File: config.mk
export PLATFORM = sky130hd
export DESIGN_NAME = load_store_unit
export DESIGN_NICKNAME = d
export VERILOG_FILES = /design/src/rtl/load_store_unit.sv
export SDC_FILE = /design/constraint.sdc
export NUM_CORES = 1
export LEC_CHECK = 0
export BUFFER_PORTS_ARGS = -buffer_cell sky130_fd_sc_hd__buf_4
export CAP_MARGIN = 20
export CELL_PAD_IN_SITES_DETAIL_PLACEMENT = 0
export CELL_PAD_IN_SITES_GLOBAL_PLACEMENT = 1
export CORE_ASPECT_RATIO = 1.25
export CORE_UTILIZATION = 38
export CTS_BUF_LIST = sky130_fd_sc_hd__clkbuf_16
export CTS_CLUSTER_DIAMETER = 60
export DETAILED_ROUTE_END_ITERATION = 12
export PLACE_DENSITY_LB_ADDON = 0.1
export SLEW_MARGIN = 20
export SYNTH_ARGS = -nofsm -noshare
export SYNTH_HDL_FRONTEND = slang
export SYNTH_SLANG_ARGS = --single-unit
File: constraint.sdc
create_clock -name clk -period 3.6 [get_ports clk]
set_clock_uncertainty 0.15 [all_clocks]
set_input_delay 0.9 -clock clk [delete_from_list [all_inputs] [get_ports clk]]
set_output_delay 0.9 -clock clk [all_outputs]
set_load 0.02 [all_outputs]
File: src/rtl/load_store_unit.sv
`default_nettype none
// ============================================================================
// Module      : load_store_unit
// Description : Core-to-data-memory load/store sequencer with byte lanes,
//               misaligned split accesses and load sign/zero extension.
// Revision    : 1.0 - initial release
// ============================================================================
module load_store_unit #(
    parameter int MEM_WORDS = 121
) (
    input  logic        clk,
    input  logic        rst,
    input  logic        req_valid,
    output logic        req_ready,
    input  logic        req_we,
    input  logic [1:0]  req_size,
    input  logic        req_unsigned,
    input  logic [31:0] req_addr,
    input  logic [31:0] req_wdata,
    output logic        resp_valid,
    output logic [31:0] resp_rdata,
    output logic        resp_err,
    output logic [31:0] mem_addr,
    output logic [31:0] mem_din,
    output logic [3:0]  mem_we,
    input  logic [31:0] mem_dout
);

    typedef enum logic [1:0] {
        S_IDLE = 2'd0,
        S_ACC0 = 2'd1,
        S_ACC1 = 2'd2,
        S_FIN  = 2'd3
    } state_t;

    localparam logic [31:0] c_mem_words = MEM_WORDS;

    state_t      r_state;
    state_t      w_state_nxt;

    // Captured request
    logic        r_we;
    logic [1:0]  r_size;
    logic        r_uns;
    logic [1:0]  r_off;
    logic [29:0] r_w0;
    logic [31:0] r_wdata;
    logic [7:0]  r_mask;
    logic        r_err;
    logic [31:0] r_lowbuf;

    // Registered memory-side and response outputs
    logic [31:0] r_mem_addr;
    logic [31:0] r_mem_din;
    logic [3:0]  r_mem_we;
    logic        r_resp_valid;
    logic [31:0] r_resp_rdata;
    logic        r_resp_err;

    logic        w_accept;
    logic [1:0]  w_off;
    logic [7:0]  w_base;
    logic [7:0]  w_mask;
    logic [29:0] w_w0;
    logic [30:0] w_w1;
    logic        w_err;
    logic [31:0] w_din0;
    logic [31:0] w_din1;
    logic [4:0]  w_lo_amt;
    logic [5:0]  w_hi_amt;
    logic [31:0] w_aligned;
    logic [31:0] w_ext;
    logic [31:0] w_rdata_fin;
    logic [31:0] w_mem_addr_nxt;
    logic [31:0] w_mem_din_nxt;
    logic [3:0]  w_mem_we_nxt;

    assign req_ready  = (r_state == S_IDLE);
    assign w_accept   = req_valid && (r_state == S_IDLE);
    assign resp_valid = r_resp_valid;
    assign resp_rdata = r_resp_rdata;
    assign resp_err   = r_resp_err;
    assign mem_addr   = r_mem_addr;
    assign mem_din    = r_mem_din;
    // A store pending in ACC0/ACC1 must not land on the reset edge
    assign mem_we     = rst ? 4'b0000 : r_mem_we;

    // Lane mask and range check on the incoming request
    always_comb begin
        w_base = 8'h0F;
        case (req_size)
            2'b00:   w_base = 8'h01;
            2'b01:   w_base = 8'h03;
            default: w_base = 8'h0F;
        endcase
    end

    assign w_off  = req_addr[1:0];
    assign w_mask = w_base << w_off;
    assign w_w0   = req_addr[31:2];
    assign w_w1   = {1'b0, w_w0} + 31'd1;
    assign w_err  = (req_size == 2'b11)
                 || ({2'b00, w_w0} >= c_mem_words)
                 || ((|w_mask[7:4]) && ({1'b0, w_w1} >= c_mem_words));
    assign w_din0 = req_wdata << {w_off, 3'b000};

    // A split access always has a nonzero offset, so w_hi_amt stays in 8..24
    assign w_lo_amt = {r_off, 3'b000};
    assign w_hi_amt = 6'd32 - {1'b0, r_off, 3'b000};
    assign w_din1   = r_wdata >> w_hi_amt;

    always_comb begin
        w_aligned = mem_dout >> w_lo_amt;
        if (|r_mask[7:4]) begin
            w_aligned = (mem_dout << w_hi_amt) | (r_lowbuf >> w_lo_amt);
        end
    end

    always_comb begin
        w_ext = w_aligned;
        case (r_size)
            2'b00:   w_ext = r_uns ? {24'b0, w_aligned[7:0]}
                                   : {{24{w_aligned[7]}}, w_aligned[7:0]};
            2'b01:   w_ext = r_uns ? {16'b0, w_aligned[15:0]}
                                   : {{16{w_aligned[15]}}, w_aligned[15:0]};
            default: w_ext = w_aligned;
        endcase
    end

    assign w_rdata_fin = (r_err || r_we) ? 32'b0 : w_ext;

    // Next state and next memory-side drive
    always_comb begin
        w_state_nxt    = r_state;
        w_mem_addr_nxt = r_mem_addr;
        w_mem_din_nxt  = r_mem_din;
        w_mem_we_nxt   = 4'b0000;
        case (r_state)
            S_IDLE: begin
                if (w_accept) begin
                    w_state_nxt    = S_ACC0;
                    w_mem_addr_nxt = {w_w0, 2'b00};
                    w_mem_din_nxt  = w_din0;
                    w_mem_we_nxt   = (req_we && !w_err) ? w_mask[3:0] : 4'b0000;
                end
            end
            S_ACC0: begin
                if (|r_mask[7:4]) begin
                    w_state_nxt    = S_ACC1;
                    w_mem_addr_nxt = {r_w0 + 30'd1, 2'b00};
                    w_mem_din_nxt  = w_din1;
                    w_mem_we_nxt   = (r_we && !r_err) ? r_mask[7:4] : 4'b0000;
                end else begin
                    w_state_nxt = S_FIN;
                end
            end
            S_ACC1: w_state_nxt = S_FIN;
            S_FIN:  w_state_nxt = S_IDLE;
            default: w_state_nxt = S_IDLE;
        endcase
    end

    always_ff @(posedge clk) begin
        if (rst) begin
            r_state      <= S_IDLE;
            r_mem_addr   <= 32'b0;
            r_mem_din    <= 32'b0;
            r_mem_we     <= 4'b0000;
            r_resp_valid <= 1'b0;
            r_resp_rdata <= 32'b0;
            r_resp_err   <= 1'b0;
        end else begin
            r_state      <= w_state_nxt;
            r_mem_addr   <= w_mem_addr_nxt;
            r_mem_din    <= w_mem_din_nxt;
            r_mem_we     <= w_mem_we_nxt;
            r_resp_valid <= (r_state == S_FIN);
            if (r_state == S_FIN) begin
                r_resp_rdata <= w_rdata_fin;
                r_resp_err   <= r_err;
            end
        end
    end

    // Request capture and first-word buffer need no reset
    always_ff @(posedge clk) begin
        if (w_accept) begin
            r_we    <= req_we;
            r_size  <= req_size;
            r_uns   <= req_unsigned;
            r_off   <= w_off;
            r_w0    <= w_w0;
            r_wdata <= req_wdata;
            r_mask  <= w_mask;
            r_err   <= w_err;
        end
        if (r_state == S_ACC1) begin
            r_lowbuf <= mem_dout;
        end
    end

endmodule
`default_nettype wire

=== After elaboration in Yosys (flattened, before gate mapping) ===
Index checks and enable logic that the tools add are counted.

* Add/subtract/negate cells: 3
* Order comparisons: 2
* Equal/unequal tests: 8
* Shift-type cells: 6
* Mux-type cells: 21
* Bitwise gates (word level): 1
* Reductions and logical operators: 16

{| class="wikitable"
|+ Operators with widths
! cell !! count
|-
| $mux W32 || 8
|-
| $pmux W32 S2 || 3
|-
| $shr A32 B5 Y32 || 2
|-
| $or A32 B32 Y32 || 1
|-
| $shl A32 B5 Y32 || 1
|-
| $shl A32 B6 Y32 || 1
|-
| $shr A32 B6 Y32 || 1
|-
| $add A30 B1 Y31 const B || 1
|-
| $ge A31 B7 Y1 const B || 1
|-
| $add A30 B1 Y30 const B || 1
|-
| $ge A30 B7 Y1 const B || 1
|-
| $mux W4 || 5
|-
| $pmux W4 S2 || 2
|-
| $pmux W2 S4 || 1
|-
| $reduce_or A4 Y1 || 2
|-
| $shl A8 B2 Y8 || 1
|-
| $eq A2 B1 Y1 const B || 3
|-
| $eq A2 B2 Y1 const B || 3
|-
| $logic_not A2 Y1 || 3
|-
| $sub A6 B5 Y6 const A || 1
|-
| $logic_and A1 B1 Y1 || 4
|-
| $logic_or A1 B1 Y1 || 3
|-
| $reduce_and A3 Y1 || 1
|-
| $logic_not A1 Y1 || 2
|-
| other kinds (5) || 5
|}

* Register bits: 213
* Input port bits: 103
* Output and inout port bits: 103
* Word-level logic and storage cells: 73

=== Depth between registers and ports, before layout ===
Gate-level depths: netlist (run 1).

* Word-level depth: 11
* Gate-level depth with buffers: 13
* Depth with buffers taken out: 8

=== Least setup slack after synthesis (run 1) ===
No wires, ideal clock.

* Path type: input -> register
* Start point: input req_valid
* End point: register r_mem_we[2]
* Library setup time: 0.087 ns
* Arrival: 3.245 ns
* Data required time: 3.363 ns
* Slack: 0.118 ns
* Stages: 4
* Buffers on the path: 0
* Cell sequence: and2_1 -> and3_1 -> o211ai_1 -> o31ai_1

* Longest elaborated chain between the ends: 3

{| class="wikitable"
|+ Ends and longest elaborated chain
! item !! line !! RTL
|-
| start: declaration || 13 || <nowiki>input logic req_valid,</nowiki>
|-
| $logic_and A1 B1 Y1 || 79 || <nowiki>assign w_accept = req_valid && (r_state == S_IDLE);</nowiki>
|-
| $mux W4 || 140 || <nowiki>if (w_accept) begin</nowiki>
|-
| $pmux W4 S2 || 138 || <nowiki>case (r_state)</nowiki>
|-
| end signal: assignment || 176 || <nowiki>r_mem_we <= w_mem_we_nxt;</nowiki>
|-
| end: declaration || 55 || <nowiki>logic [3:0] r_mem_we;</nowiki>
|}

Every way passes these cells.
A chain may end at the register's enable or synchronous reset.

=== Worst setup path after layout (run 1) ===
* Start point: register r_state[1]
* End point: register r_mem_addr[10] (netlist: mem_addr[10])

* Longest elaborated chain between the ends: 4
* Elaborated cells on any way between the ends: 8
* Classes of those cells: eq/ne: 3; mux: 1; reduce/logical: 4

{| class="wikitable"
|+ Ends and longest elaborated chain
! item !! line !! RTL
|-
| start: declaration || 38 || <nowiki>state_t r_state;</nowiki>
|-
| start signal: assignment || 173 || <nowiki>r_state <= w_state_nxt;</nowiki>
|-
| $logic_not A2 Y1 || 79, 138 ||
|-
| $logic_and A1 B1 Y1 || 79 ||
|-
| $ne A2 B1 Y1 (no line) || -- ||
|-
| $reduce_and A3 Y1 (no line) || -- ||
|-
| end signal: assignment || 174 || <nowiki>r_mem_addr <= w_mem_addr_nxt;</nowiki>
|-
| end: declaration || 53 || <nowiki>logic [31:0] r_mem_addr;</nowiki>
|}

Parallel ways exist; a longest one is shown, timed or not.

==> results.yml, run 1 <==
yosys:
  synthTopCellsByArea: "edfxtp_1 28%, dfxtp_1 19%, mux2i_1 5.4%, mux4_2 4.1%, nor2_1 3.8%"
  synthTopCellsByCount: "111 x nor2_1, 108 x nand2_1, 104 x edfxtp_1"
  synth-edff-count: 104
  synth_ff_type: "edfxtp_1"
  synthArstFlopShare: 0
  ys_seq_area_frac: 0.469
  synth_area_per_cell_um2: 10.1
  synth_top_area_share: 0.283
  yosysWarnings: 0
  yosysMostFrequentCell: "nor2_1"
  netlist_area_um2: 11000
  ys_types: 68
  syn_inst: 1091
  yosys.area.top_type: "edfxtp_1"
  synth.ff_latch_count: 206
pwr:
  power_density_nw_per_um2: 786
  peakVddDrop_uv: 473
  leakage_nw: 5.38
setup_path:
  endpoint_kind: "register"
  crit_buf_inv: 4
  path_max_fanout: 46
  critPathMaxStageDelay_ps: 500
  cpLargestDelayFamily: "buffers and inverters"
  path_class: "reg -> reg"
  cp_common_cell: "buf_4"
  critPathLaunchType: "register"
  worst_ep_arrival_time_ps: 3020
  slowest_stage: "buf_4"
  path_cells: "inv_1, ha_2, buf_4, a21o_2, buf_4, buf_4, a211oi_1, a21oi_1, nor2_1"
  cp.required_ps: 3850
timing:
  worst_pin_slew_ps: 1030
  setup_violations: 0
  clock.fmax_mhz: 361
  setup_tns_ps: 0
  relSlewSlack: 0.310
  fin_crit_ps: 2770
  finalHoldViolations: 0
  rsz0062_at_grt: "false"
  drv_slew: 0
  finalCritPeriodShare: 0.770
routing:
  dr.first_iter.drc_count: 514
  vias_per_cell: 5.76
  num_vias: 9465
  detail-route-antenna-nets: 0
  wirelength_um: 36200
  route.met2.wl_um: 17800
  top_layer: "met4"
  drt-met1-wl_um: 14700
  drc: 0
  dr.pass1.iters: 5
  wl_per_cell_um: 22.0
  dr_wl_met3_um: 2040
place:
  hpwl_um: 25300
  dp_cells: 1600
  numPortBuffers: 203
  gp_congestion: 0.889
run_status:
  status: "finished clean"
cts:
  path_clk_slew_ps: 60
  clockRootBuffer: "clkbuf_16"
  hold_buffers: 0
  cts_inserted_buffers: 24
  cts.sinks: 206
  ctsResizeCount: 0
  htreeDepth: 1
  cts_tree: "done"
  cts_setup_buffers: 0
  cts_buffer_depth: 3
  clock_latency_ps: 520
global_routing:
  grt_pass1_wl_um: 54500
  grt_pass1_vias: 9151
  grt_max_degree: 59
  grtUsageTotal: 0.241
  grt.overflow.total: 0
  antenna_found_initial: 0
floorplan:
  ios: 206
  dieArea_um2: 29700
  rows: 69
  die_w_um: 154
  die_h_um: 192
  start_util: 0.387
  core_um2: 28500
final_layout:
  fin_nets: 1384
  area_growth_pct: 24.5
  layout-drive-gt1-share: 0.259
  fin_cells: 1644
  antenna_cells: 0
hold_path:
  hold_class: "reg -> reg"
flow_run:
  maxCapViolations: 0
[final timing paths]
path / start / end / slack [ps] / cells past startpoint
worst max-delay path: r_state[1] / mem_addr[10] / 830 / 9
worst min-delay path: mem_addr[27] / mem_addr[27] / 300 / 2
worst max register to register: r_state[1] / mem_addr[10] / 830 / 9
worst min register to register: mem_addr[27] / mem_addr[27] / 300 / 2
[layout make-up]
| cell class | count | area [um^2] |
|---|---|---|
| clock buffers | 26 | 651 |
| clock inverters | 18 | 155 |
| flip-flops and latches | 206 | 5160 |
| fillers | 2717 | 14800 |
| inverters | 13 | 48.8 |
| well taps | 355 | 444 |
| multi-input cells | 788 | 5460 |
| repair buffers | 238 | 1800 |
[where the power goes]
group	internal, mW	leakage [nW]	switching, mW
Sequential	3.18	1.81	0.387
Clock	1.51	0.422	0.991
Combinational	1.80	3.15	2.93
[kinds of logic (layout without fill, tap and decap cells)]
family,after synthesis,after routing,share of synthesized area
fa+ha+maj,10,10,0.0114
compound gates,285,285,0.180
flops,206,206,0.469
buf+inv,98,295,0.0389
other cells,1,2,0.000340
xor+xnor,31,31,0.0246
mux,101,101,0.118
simple gates,359,359,0.158
[per-stage QoR]
| step | utilization | total power [mW] | setup WS (ps) | area (um^2) | hold slack, ps |
|---|---|---|---|---|---|
| 2_1_floorplan | - | 6.64 | 118 | 11000 | 310 |
| 3_3_place_gp | 0.453 | 8.34 | 690 | 12900 | 293 |
| 3_5_place_dp | 0.453 | 8.36 | 657 | 12900 | 295 |
| 4_1_cts | 0.482 | 10.9 | 819 | 13700 | 303 |
| 5_1_grt | 0.482 | 11.4 | 613 | 13700 | 320 |
| 6_report | 0.482 | 10.8 | 827 | 13700 | 303 |
[per-layer routing]
| layer | global-route usage | vias up |
|---|---|---|
| li1 | - | 4513 |
| met1 | 0.292 | 4599 |
| met2 | 0.422 | 294 |
| met3 | 0.0364 | 59 |
| met4 | 0.109 | 0 |
| met5 | 0 | - |
[registers in the layout, indices dropped and copies added, names as in the netlist]
name / flops
mem_addr: 30
mem_din: 32
r_err: 1
r_lowbuf: 32
r_mask: 3
r_mem_we: 4
r_off: 2
r_size: 2
r_state: 2
r_uns: 1
r_w0: 30
r_wdata: 32
r_we: 1
resp_err: 1
resp_rdata: 32
resp_valid: 1
[cells in the final DEF (no fill, tap or decap), drive strengths merged, types with 31 or more instances in the layout]
master  instances
nand2         108
edfxtp        104
a21oi          74
mux2i          59
nor3           38
buf           238
dfxtp         102
o21ai          35
a221oi         31
nor2          111
[worst reg2reg max path, cell delays in order, from the launching register on]
cell,delay [ps]
dfxtp_1,350
inv_1,90
ha_2,460
buf_4,510
a21o_2,260
buf_4,310
buf_4,270
a211oi_1,70
a21oi_1,140
nor2_1,50
Power figures use the tool's default switching activity.
==> run 2, diff against run 1 <==
==> constraint.sdc (replaced) <==
create_clock -name clk -period 2.9 [get_ports clk]
set_clock_uncertainty 0.15 [all_clocks]
set_input_delay 0.725 -clock clk [delete_from_list [all_inputs] [get_ports clk]]
set_output_delay 0.725 -clock clk [all_outputs]
set_load 0.02 [all_outputs]
==> run 2 against run 1 <==
  * Combinational power grew 27%
  * Sequential share of layout area shrank 0.34 points
  * Non-clock buffer count grew 12
  * Clock power grew 16%
  * Highest routed layer unchanged
  * Sequential cell count is the same
  * Worst hold slack lost 69 ps
  * Core utilization grew 0.44 points
  * Cell count grew 0.85%
  * First-iteration DRC count shrank 7.8%
==> results.yml, run 2 (synthesis gave the netlist of run 1 again) <==
floorplan:
  start_util: 0.387
  die_w_um: 154
  ios: 206
  core_um2: 28500
  die_h_um: 192
  dieArea_um2: 29700
  rows: 69
setup_path:
  timing.rr.end: "resp_rdata[13]"
  path_class: "reg -> reg"
  reg2reg_depth: 7
  r2r-start: "r_off[1]"
  endpoint_kind: "register"
  cp.required_ps: 3160
  worst_ep_arrival_time_ps: 2840
  path_max_fanout: 6
  critPathLaunchType: "register"
  regToRegSetupSlack_ps: 320
final_layout:
  area_growth_pct: 25.7
  layout-drive-gt1-share: 0.269
  layout_commonest_cell: "buf_4"
  fillers: 2728
  layout_common_cells: "243 x buf_4, 111 x nor2_1, 108 x nand2_1"
  fin_util: 0.486
  multi_input_area_um2: 5460
  ff_latch_area_um2: 5160
  fin_nets: 1396
timing:
  drv_slew: 0
  worst_pin_slew_ps: 760
  setup_tns_ps: 0
  finalCritPeriodShare: 0.889
  relSlewSlack: 0.493
  finalHoldViolations: 0
  rsz0062_at_grt: "false"
  fin_crit_ps: 2580
  clock.fmax_mhz: 388
  setup_violations: 0
routing:
  wl_per_cell_um: 21.4
  dr.pass1.iters: 4
  dr.first_iter.drc_count: 474
  wirelength_um: 35400
  vias_per_cell: 5.64
  drc: 0
  num_vias: 9354
  detail-route-antenna-nets: 0
hold_path:
  hold_class: "in -> reg"
  hold_path_depth: 1
  hold-path-endpoint: "r_uns"
  hp-start: "req_unsigned"
place:
  numPortBuffers: 203
  gp_congestion: 0.881
  hpwl_um: 25200
cts:
  cts_tree: "done"
  cts_buffer_depth: 3
  htreeDepth: 1
  hold_buffers: 0
  cts_setup_buffers: 0
  cts_inserted_buffers: 24
  clockRootBuffer: "clkbuf_16"
  path_clk_slew_ps: 60
  clock_latency_ps: 520
  ctsResizeCount: 0
  cts.sinks: 206
global_routing:
  grt.overflow.total: 0
  grtUsageTotal: 0.237
  grt_pass1_vias: 9105
  grt_pass1_wl_um: 54100
  grt_max_degree: 47
  antenna_found_initial: 2
pwr:
  leakage_nw: 5.46
  power_density_nw_per_um2: 963
  peakVddDrop_uv: 517
run_status:
  status: "finished clean"
flow_run:
  maxCapViolations: 0
## run 2: changes by cell type in the layout (fill, tap and decap cells not counted)
cell,delta
diode_2,+2
clkinv_1,-3
clkinv_4,+1
buf_4,+6
inv_6,+1
buf_12,+6
clkinv_2,+5
bufinv_16,-3
clkbuf_16,+1
inv_4,-1
inv_1,-1
## run 2: worst max path at each step
stage	startpoint	endpoint	slack, ps	depth (start not counted)
after global placement	req_addr[24]	r_err	150	6
final	r_off[1]	resp_rdata[13]	320	7
after global routing	r_off[1]	resp_rdata[22]	150	8
after detailed placement	req_addr[24]	r_err	150	6
after floorplan	r_off[0]	resp_rdata[30]	60	12
after CTS	r_off[1]	resp_rdata[25]	330	9
## run 2: layout make-up
cell class                 count  share of cell area
multi-input combinational    788               0.394
sequential                   206               0.373
timing repair buffer         250               0.142
clock buffer                  27              0.0488
tap                          355              0.0321
clock inverter                17             0.00623
inverter                      13             0.00352
antenna                        2            0.000361
## run 2: routing by layer
metal | track usage | share of wire | up-vias
li1 | - | - | 4532
met1 | 0.289 | 0.42 | 4499
met2 | 0.417 | 0.50 | 261
met3 | 0.0371 | 0.048 | 62
met4 | 0.101 | 0.041 | 0
met5 | 0 | 0 | -
## run 2: power by group
group	leakage [nW]	switching (mW)	total [mW]	internal, mW
clock	0.405	1.24	2.91	1.67
sequential	1.81	0.459	4.40	3.94
combinational	3.24	3.65	6.03	2.38
total	5.46	5.35	13.3	7.99
## run 2: critical path, cell delays in order (launching register included)
cell,delay [ps]
edfxtp_1,380
inv_1,70
ha_2,370
or2_1,360
o22ai_1,150
a211oi_1,630
o31ai_1,160
a22o_1,190
## run 2: through the flow
stage	cell area, um^2	total power, mW	instances	hold slack, ps	worst slack [ps]
4_1_cts	13800	13.5	1656	217	334
5_1_grt	13800	14.1	1656	216	146
3_5_place_dp	13100	10.5	1612	296	153
6_report	13900	13.3	1658	234	321
3_3_place_gp	13100	10.5	1612	292	154
2_1_floorplan	11000	8.23	1092	310	64.6
